File: config.mk
export PLATFORM = sky130hd
export DESIGN_NAME = fp_add_pipe
export DESIGN_NICKNAME = d
export VERILOG_FILES = /design/src/rtl/fp_add_pkg.sv /design/src/rtl/fp_lzc.sv /design/src/rtl/fp_add_pipe.sv
export SDC_FILE = /design/constraint.sdc
export NUM_CORES = 1
export LEC_CHECK = 0
export ABC_CLOCK_PERIOD_IN_PS = 3800
export BUFFER_PORTS_ARGS = -buffer_cell sky130_fd_sc_hd__buf_2
export CORE_ASPECT_RATIO = 0.75
export CORE_MARGIN = 3
export CORE_UTILIZATION = 59
export DETAILED_ROUTE_END_ITERATION = 12
export HOLD_SLACK_MARGIN = 0.06
export PLACE_DENSITY = 0.81
export SLEW_MARGIN = 15
export SYNTH_ARGS = -nofsm -noshare
export SYNTH_HDL_FRONTEND = slang
export SYNTH_SLANG_ARGS = --single-unit
File: constraint.sdc
create_clock -name clk -period 3.8 [get_ports clk]
set_input_delay 0.76 -clock clk [delete_from_list [all_inputs] [get_ports clk]]
set_output_delay 0.76 -clock clk [all_outputs]
set_load 0.02 [all_outputs]
File: src/rtl/fp_add_pkg.sv
// Shared constants and types for the pipelined sign-magnitude floating-point adder.
// Values are (-1)^sign * man * 2^exp with an unbiased exponent and an explicit mantissa MSB.
package fp_add_pkg;

  localparam int DEF_EXP_W = 3;
  localparam int DEF_MAN_W = 8;

  typedef struct packed {
    logic                 sign;
    logic [DEF_EXP_W-1:0] exp;
    logic [DEF_MAN_W-1:0] man;
  } fp_t;

endpackage

File: src/rtl/fp_lzc.sv
// Leading-zero counter: number of zeros above the highest set bit, plus an all-zero flag.
module fp_lzc
  import fp_add_pkg::*;
#(
  parameter int W = DEF_MAN_W
) (
  input  logic [W-1:0]           din,
  output logic [$clog2(W+1)-1:0] cnt,
  output logic                   all_zero
);

  localparam int CNT_W = $clog2(W + 1);

  // Scanning upward lets the highest set bit have the last word.
  always_comb begin
    cnt = CNT_W'(W);
    for (int i = 0; i < W; i++) begin
      if (din[i]) cnt = CNT_W'(W - 1 - i);
    end
  end

  assign all_zero = ~|din;

endmodule

File: src/rtl/fp_add_pipe.sv
// Three-stage pipelined floating-point adder/subtractor (align, add, normalise)
// with valid/ready handshakes on both sides and ovf/zero status.
module fp_add_pipe
  import fp_add_pkg::*;
#(
  parameter int EXP_W = DEF_EXP_W,
  parameter int MAN_W = DEF_MAN_W
) (
  input  logic             clk,
  input  logic             rst,
  input  logic             in_valid,
  output logic             in_ready,
  input  logic             a_sign,
  input  logic [EXP_W-1:0] a_exp,
  input  logic [MAN_W-1:0] a_man,
  input  logic             b_sign,
  input  logic [EXP_W-1:0] b_exp,
  input  logic [MAN_W-1:0] b_man,
  input  logic             sub,
  output logic             out_valid,
  input  logic             out_ready,
  output logic             res_sign,
  output logic [EXP_W-1:0] res_exp,
  output logic [MAN_W-1:0] res_man,
  output logic             ovf,
  output logic             zero
);

  localparam int LZ_W = $clog2(MAN_W + 1);
  localparam int SH_W = (LZ_W > EXP_W) ? LZ_W : EXP_W;

  typedef struct packed {
    logic             sign_l;
    logic             sign_s;
    logic [EXP_W-1:0] exp_l;
    logic [MAN_W-1:0] man_l;
    logic [MAN_W-1:0] man_s;
  } s1_t;

  typedef struct packed {
    logic             sign;
    logic [EXP_W-1:0] exp;
    logic [MAN_W:0]   sum;
  } s2_t;

  logic s1_valid, s2_valid;
  logic s1_ready, s2_ready, s3_ready;
  s1_t  s1_d, s1_q;
  s2_t  s2_d, s2_q;

  assign s3_ready = !out_valid || out_ready;
  assign s2_ready = !s2_valid || s3_ready;
  assign s1_ready = !s1_valid || s2_ready;
  assign in_ready = s1_ready;

  // S1: order operands so L has the larger magnitude, then align S to L.
  logic             b_sign_eff, a_is_l;
  logic [EXP_W-1:0] exp_diff;
  logic [MAN_W-1:0] man_small;

  always_comb begin
    s1_d       = '0;
    exp_diff   = '0;
    man_small  = '0;
    b_sign_eff = b_sign ^ sub;
    a_is_l     = (a_exp > b_exp) || ((a_exp == b_exp) && (a_man >= b_man));
    if (a_is_l) begin
      s1_d.sign_l = a_sign;
      s1_d.sign_s = b_sign_eff;
      s1_d.exp_l  = a_exp;
      s1_d.man_l  = a_man;
      man_small   = b_man;
      exp_diff    = a_exp - b_exp;
    end else begin
      s1_d.sign_l = b_sign_eff;
      s1_d.sign_s = a_sign;
      s1_d.exp_l  = b_exp;
      s1_d.man_l  = b_man;
      man_small   = a_man;
      exp_diff    = b_exp - a_exp;
    end
    if (int'(exp_diff) >= MAN_W) s1_d.man_s = '0;
    else                         s1_d.man_s = man_small >> exp_diff;
  end

  // S2: magnitude add or subtract; the S1 ordering keeps the difference non-negative.
  always_comb begin
    s2_d      = '0;
    s2_d.sign = s1_q.sign_l;
    s2_d.exp  = s1_q.exp_l;
    if (s1_q.sign_l != s1_q.sign_s) s2_d.sum = {1'b0, s1_q.man_l} - {1'b0, s1_q.man_s};
    else                            s2_d.sum = {1'b0, s1_q.man_l} + {1'b0, s1_q.man_s};
  end

  // S3: normalise, saturate on carry out of the top exponent, flag exact zero.
  logic [LZ_W-1:0]  lz;
  logic             sum_lo_zero;
  logic [SH_W-1:0]  lz_x, exp_x, shift;
  logic             r_sign, r_ovf, r_zero;
  logic [EXP_W-1:0] r_exp;
  logic [MAN_W-1:0] r_man;

  fp_lzc #(.W(MAN_W)) u_lzc (
    .din      (s2_q.sum[MAN_W-1:0]),
    .cnt      (lz),
    .all_zero (sum_lo_zero)
  );

  always_comb begin
    r_sign = s2_q.sign;
    r_exp  = s2_q.exp;
    r_man  = '0;
    r_ovf  = 1'b0;
    r_zero = 1'b0;
    lz_x   = SH_W'(lz);
    exp_x  = SH_W'(s2_q.exp);
    // A denormal stops normalising once the exponent reaches zero.
    shift  = (lz_x < exp_x) ? lz_x : exp_x;
    if (s2_q.sum[MAN_W]) begin
      if (&s2_q.exp) begin
        r_ovf = 1'b1;
        r_exp = '1;
        r_man = '1;
      end else begin
        r_exp = s2_q.exp + EXP_W'(1);
        r_man = s2_q.sum[MAN_W:1];
      end
    end else if (sum_lo_zero) begin
      r_sign = 1'b0;
      r_exp  = '0;
      r_zero = 1'b1;
    end else begin
      r_man = s2_q.sum[MAN_W-1:0] << shift;
      r_exp = s2_q.exp - EXP_W'(shift);
    end
  end

  always_ff @(posedge clk) begin
    if (rst) begin
      s1_valid  <= 1'b0;
      s2_valid  <= 1'b0;
      out_valid <= 1'b0;
      res_sign  <= 1'b0;
      res_exp   <= '0;
      res_man   <= '0;
      ovf       <= 1'b0;
      zero      <= 1'b0;
    end else begin
      if (s1_ready) s1_valid  <= in_valid;
      if (s2_ready) s2_valid  <= s1_valid;
      if (s3_ready) out_valid <= s2_valid;
      if (s3_ready && s2_valid) begin
        res_sign <= r_sign;
        res_exp  <= r_exp;
        res_man  <= r_man;
        ovf      <= r_ovf;
        zero     <= r_zero;
      end
    end
  end

  // NOTE: payload registers carry no reset; the valid bits alone decide whether their contents matter.
  always_ff @(posedge clk) begin
    if (in_valid && s1_ready) s1_q <= s1_d;
    if (s1_valid && s2_ready) s2_q <= s2_d;
  end

endmodule

* Yosys cells after proc, flatten, opt, wreduce, memory -nomap -nowiden
Index checks and enable logic that the tools add are counted.
W data, S select, Z words.
** Storage, ports and cells
- Flip-flop bits (word level) :: 51
- Input bits :: 29
- Output and inout bits :: 16
- Logic and storage cells :: 68
** Cells by class
- Add/sub/neg operators :: 6
- $lt $le $gt $ge :: 3
- Equality and inequality tests :: 2
- Shift-type cells :: 2
- Muxes and demuxes :: 25
- Bitwise operators :: 1
- Reductions and logical operators :: 13
** Operator list (number)
- $mux W4 :: 9
- $mux W8 :: 3
- $mux W13 :: 1
- $mux W3 :: 4
- $add A8 B8 Y9 :: 1
- $mux W9 :: 1
- $sub A3 B3 Y3 :: 3
- $sub A8 B8 Y9 :: 1
- $ge A8 B8 Y1 :: 1
- $reduce_or A8 Y1 :: 1
- $shl A8 B4 Y8 :: 1
- $shr A8 B3 Y8 :: 1
- $mux W7 :: 1
- $mux W1 :: 6
- $logic_and A1 B1 Y1 :: 4
- $logic_or A1 B1 Y1 :: 4
- $lt A4 B3 Y1 :: 1
- $add A3 B1 Y3 const B :: 1
- $eq A3 B3 Y1 :: 1
- $gt A3 B3 Y1 :: 1
- $logic_not A1 Y1 :: 3
- $reduce_and A3 Y1 :: 1
- $ne A1 B1 Y1 :: 1
- $xor A1 B1 Y1 :: 1

* Logic depth before layout (Yosys ltp)
- Depth after elaboration :: 13
- Mapped depth :: 18
- Mapped depth without buffers :: 16

* Modules after synthesis
Synthesis repeated with hierarchy kept, for this count alone.
** Unflattened totals
- Cell total of the unflattened synthesis :: 351
- Area, all modules :: 3549.7 um^2
** Modules (own cells, without submodules)
- fp_add_pipe :: instances 1, cells each 336, area each 3449.6 um^2, sequential area each 1361.3 um^2
- fp_lzc :: instances 1, cells each 15, area each 100.1 um^2, sequential area each 0.0 um^2

* Least setup slack after synthesis
Ideal clock, no wire load.
- Kind :: register to register
- Start point :: register s2_q[1] (netlist bit)
- End point :: register res_exp[2]
- Library setup time :: 0.091 ns
- Arrival :: 3.312 ns
- Required time :: 3.709 ns
- Setup slack :: 0.397 ns
- Stages on the path, launching flop included :: 18
- Path buffers :: 2
- Period minus slack after synthesis :: 3.403 ns
- Path through :: edfxtp_1 clkbuf_1 o21ai_0 a211oi_1 ha_1 o21ai_0 o211ai_1 a32o_1 buf_2 inv_2 ha_1 inv_1 ha_1 nor3_1 a21oi_1 nor2_1 o21ai_0 a311oi_1
** Between the ends
- Cells in the longest elaborated chain, start to end :: 12
- Elaborated cells on any way between the ends :: 13
- Those cells by class :: add/sub (1); order compare (1); mux (10); reduce/logical (1)
** RTL lines
- start, declared :: RTL line fp_add_pipe.sv:49 : s2_t s2_d, s2_q;
- start signal, assigned :: RTL line fp_add_pipe.sv:165 : if (s1_valid && s2_ready) s2_q <= s2_d;
- $mux W4 (7 in a row) :: RTL line fp_lzc.sv:18 : if (din[i]) cnt = CNT_W'(W - 1 - i);
- $lt A4 B3 Y1 :: RTL line fp_add_pipe.sv:118 : shift = (lz_x < exp_x) ? lz_x : exp_x;
- $mux W4 :: RTL line fp_add_pipe.sv:118
- $sub A3 B3 Y3 :: RTL line fp_add_pipe.sv:134 : r_exp = s2_q.exp - EXP_W'(shift);
- $mux W3 (*) :: RTL line fp_add_pipe.sv:128 : end else if (sum_lo_zero) begin
- $mux W3 (*) :: RTL line fp_add_pipe.sv:119 : if (s2_q.sum[MAN_W]) begin
- end signal, assigned :: RTL line fp_add_pipe.sv:154 : res_exp <= r_exp;
- end, declared :: RTL line fp_add_pipe.sv:23 : output logic [EXP_W-1:0] res_exp,
Mark *: on every way between the ends. The rest lies on a longest branch, timed or not.
A chain may end at the register's enable or synchronous reset.

* Final worst setup path
- Start point :: register s2_q[4] (netlist bit)
- End point :: register res_exp[2]
** Between the ends
- Cells in the longest elaborated chain, start to end :: 9
- Elaborated cells on any way between the ends :: 10
- Those cells by class :: add/sub (1); order compare (1); mux (7); reduce/logical (1)
** RTL lines (RTL line)
- $mux W4 (4 in a row) :: fp_lzc.sv:18
- $lt A4 B3 Y1 :: fp_add_pipe.sv:118
- $mux W4 :: fp_add_pipe.sv:118
- $sub A3 B3 Y3 :: fp_add_pipe.sv:134
- $mux W3 (*) :: fp_add_pipe.sv:128
- $mux W3 (*) :: fp_add_pipe.sv:119
Marks and branches as above.

==> impl_metrics.py <==
metrics = {
    "clocking": {
        "cts_setup_buffers": 0,
        "cts_num_sinks": 51,
        "cts-root-buf": "clkbuf_8",
        "cts_htree_levels": 2,
        "clockBufferDepth": 2,
        "clock_latency_ns": 0.30,
        "cts_hold_buf": 0,
        "cts_tree": "yes",
        "numCtsBuffers": 5,
        "clkTransAtPathRegs_ns": 0.10,
    },
    "detailed_routing": {
        "ant_nets": 0,
        "num_vias": 2955,
        "wl_um": 7720,
        "first_pass_iters": 4,
        "wl_per_cell_um": 15.2,
        "viasPerCell": 5.83,
        "drt_iter0_drc": 129,
        "drc": 0,
    },
    "floorplanning": {
        "die_y_um": 74.1,
        "initial_core_util": 0.620,
        "die_area_um2": 7180,
        "placementRows": 24,
        "io_pins": 45,
        "coreArea_um2": 5890,
        "die_w_um": 96.8,
    },
    "synthesis": {
        "synth_area_leader_cell": "edfxtp_1",
        "synthTopCellsByArea": "edfxtp_1, dfxtp_1, ha_1, mux2i_1, nor2_1",
        "synth_top_area_frac": 0.280,
        "synthDistinctLibCells": 56,
        "synth-seq-area-share": 0.373,
        "ys_warn_count": 0,
        "syn_inst": 385,
        "syn_nets": 444,
        "syn_area_um2": 3650,
        "synthArstFlopShare": 0,
        "synth_edf_count": 34,
        "synth-main-ff-cell": "edfxtp_1",
        "synth-seq-cells": 51,
        "avgSynthCellArea_um2": 9.48,
    },
    "global_routing": {
        "gr-usage-all-layers": 0.221,
        "grt_max_degree": 33,
        "grt_first_pass_wirelength_um": 12900,
        "grt_pass1_vias": 2741,
        "overflow": 0,
        "antenna_found_initial": 0,
    },
    "cells_and_area": {
        "layout_commonest_cell": "buf_2",
        "fin_util": 0.689,
        "diodes": 0,
        "final_cell_mix": "buf_2, nor2_1, nand2_1, edfxtp_1, inv_1",
        "nFillCells": 493,
        "drive_above_1_share": 0.200,
        "nNetsFinal": 487,
        "area_delta_synth_final_pct": 11.1,
    },
    "worst_hold_path": {
        "min_to": "exp_x[0]",
        "hold_start": "s1_q[16]",
        "hold_path.class": "reg2reg",
        "hold_path_depth": 0,
    },
    "critical_path": {
        "ff2ff_path_depth": 15,
        "cp_max_fo": 9,
        "r2r_start": "s2_q[4]",
        "arrival_ns": 3.71,
        "end_kind": "flop",
        "startpoint_type": "flop",
        "worstSetupPathType": "reg2reg",
        "r2r_end": "res_exp[2]",
        "worstPathRequired_ns": 4.02,
        "r2r_slack_ns": 0.32,
    },
    "sta": {
        "rsz0062_at_grt": "no",
        "tightest_slew_ns": 0.924,
        "fin_crit_ns": 3.48,
        "relSlewSlack": 0.380,
        "hold_violations": 0,
        "slew_violations": 0,
        "fin_skew_ns": 0.0103,
        "fin_crit_sh": 0.917,
        "tns_ns": 0,
        "setup_viol": 0,
        "max_freq_mhz": 287,
    },
    "pwr": {
        "total_power_w": 0.00217,
        "p_per_area_nw_per_um2": 536,
        "p_leak_nw": 1.73,
        "irDropWorstVdd_mv": 0.219,
    },
    "run_status": {
        "outcome": "completed",
    },
    "job": {
        "cap_viol_max_count": 0,
    },
    "placement": {
        "io_buffers": 44,
        "gp_congestion": 0.880,
        "dp.final_hpwl_um": 6160,
    },
}
==> what timing repair did <==
item	CTS	global route
setup endpoints to repair	0	1
hold endpoints to repair	0	0
gates resized for setup	0	1
==> flip-flops by register name, summed over array words and instances (netlist names) <==
register,flops
res_sign,1
ovf,1
s2_q,10
s2_valid,1
s1_q,21
s1_valid,1
out_valid,1
exp_x,3
res_exp,3
res_man,8
zero,1
==> through the flow <==
step	hold slack, ns	area (µm²)	setup slack [ns]	instances
global route	0.437	4060	0.0560	507
floorplan	0.400	3650	0.397	385
CTS	0.429	4060	0.252	507
detailed placement	0.405	3960	0.153	499
global placement	0.403	3960	0.261	499
finish	0.428	4060	0.315	507
==> cells in the mapped netlist, drive strengths merged (8+ instances only) <==
| cell | instances |
|---|---|
| nor2 | 43 |
| nand2 | 37 |
| edfxtp | 34 |
| inv | 31 |
| ha | 27 |
| a21oi | 26 |
| o21ai | 22 |
| dfxtp | 17 |
| mux2i | 17 |
| xnor2 | 12 |
| a211oi | 9 |
| buf | 9 |
| clkbuf | 9 |
| nand2b | 9 |
| nor2b | 8 |
| nor3 | 8 |
==> worst max-delay path: stages, from the launching register on <==
cell and delay, ns:
edfxtp_1 0.54, or4_4 0.61, nor2_2 0.23, ha_1 0.29, o21ai_0 0.11, o211ai_1 0.13
a32o_1 0.26, inv_2 0.17, ha_1 0.18, inv_1 0.04, ha_1 0.20, nor3_1 0.17
a21oi_1 0.07, nor2_1 0.08, o21ai_0 0.08, a311oi_1 0.25
==> power by group <==
part	leakage, nW	internal [W]	total [W]	switching, W
sequential	0.465	0.000719	0.000822	0.000104
combinational	1.21	0.000452	0.00102	0.000566
clock	0.0517	0.000150	0.000333	0.000184
==> routing by layer <==
metal	vias to the layer above	part of all wire	routed length (µm)	track usage
li1	1458	-	-	-
met1	1383	0.47	3640	0.309
met2	108	0.46	3540	0.365
met3	6	0.060	464	0.0440
met4	0	0.0093	72	0.0421
met5	-	0	0	0
==> worst max-delay path by stage <==
stage / startpoint / end / slack [ns] / cells past startpoint
2_1_floorplan: s2_q[1] / res_exp[2] / 0.40 / 17
5_1_grt: s2_q[4] / res_exp[2] / 0.06 / 15
6_report: s2_q[4] / res_exp[2] / 0.32 / 15
4_1_cts: s2_q[4] / res_exp[2] / 0.25 / 15
3_3_place_gp: a_man[0] / s1_q[0] / 0.26 / 11
3_5_place_dp: a_man[0] / s1_q[0] / 0.15 / 11
==> cell families after synthesis <==
group / synth area share
XOR/XNOR: 0.0408
adder cells (fa/ha/maj): 0.109
buffers and inverters: 0.0593
AND/OR/NAND/NOR: 0.162
flip-flops: 0.373
AO/OA/AOI/OAI: 0.160
multiplexers: 0.0960
==> layout make-up <==
type | count | area (µm²) | share of cell area
Multi-Input combinational cell | 285 | 2090 | 0.515
Inverter | 31 | 116 | 0.0287
Tap cell | 78 | 97.6 | 0.0241
Sequential cell | 51 | 1360 | 0.335
Clock inverter | 2 | 15.0 | 0.00370
Timing Repair Buffer | 54 | 295 | 0.0728
Clock buffer | 6 | 82.6 | 0.0204
No activity file was read; power rests on OpenSTA's default activity.
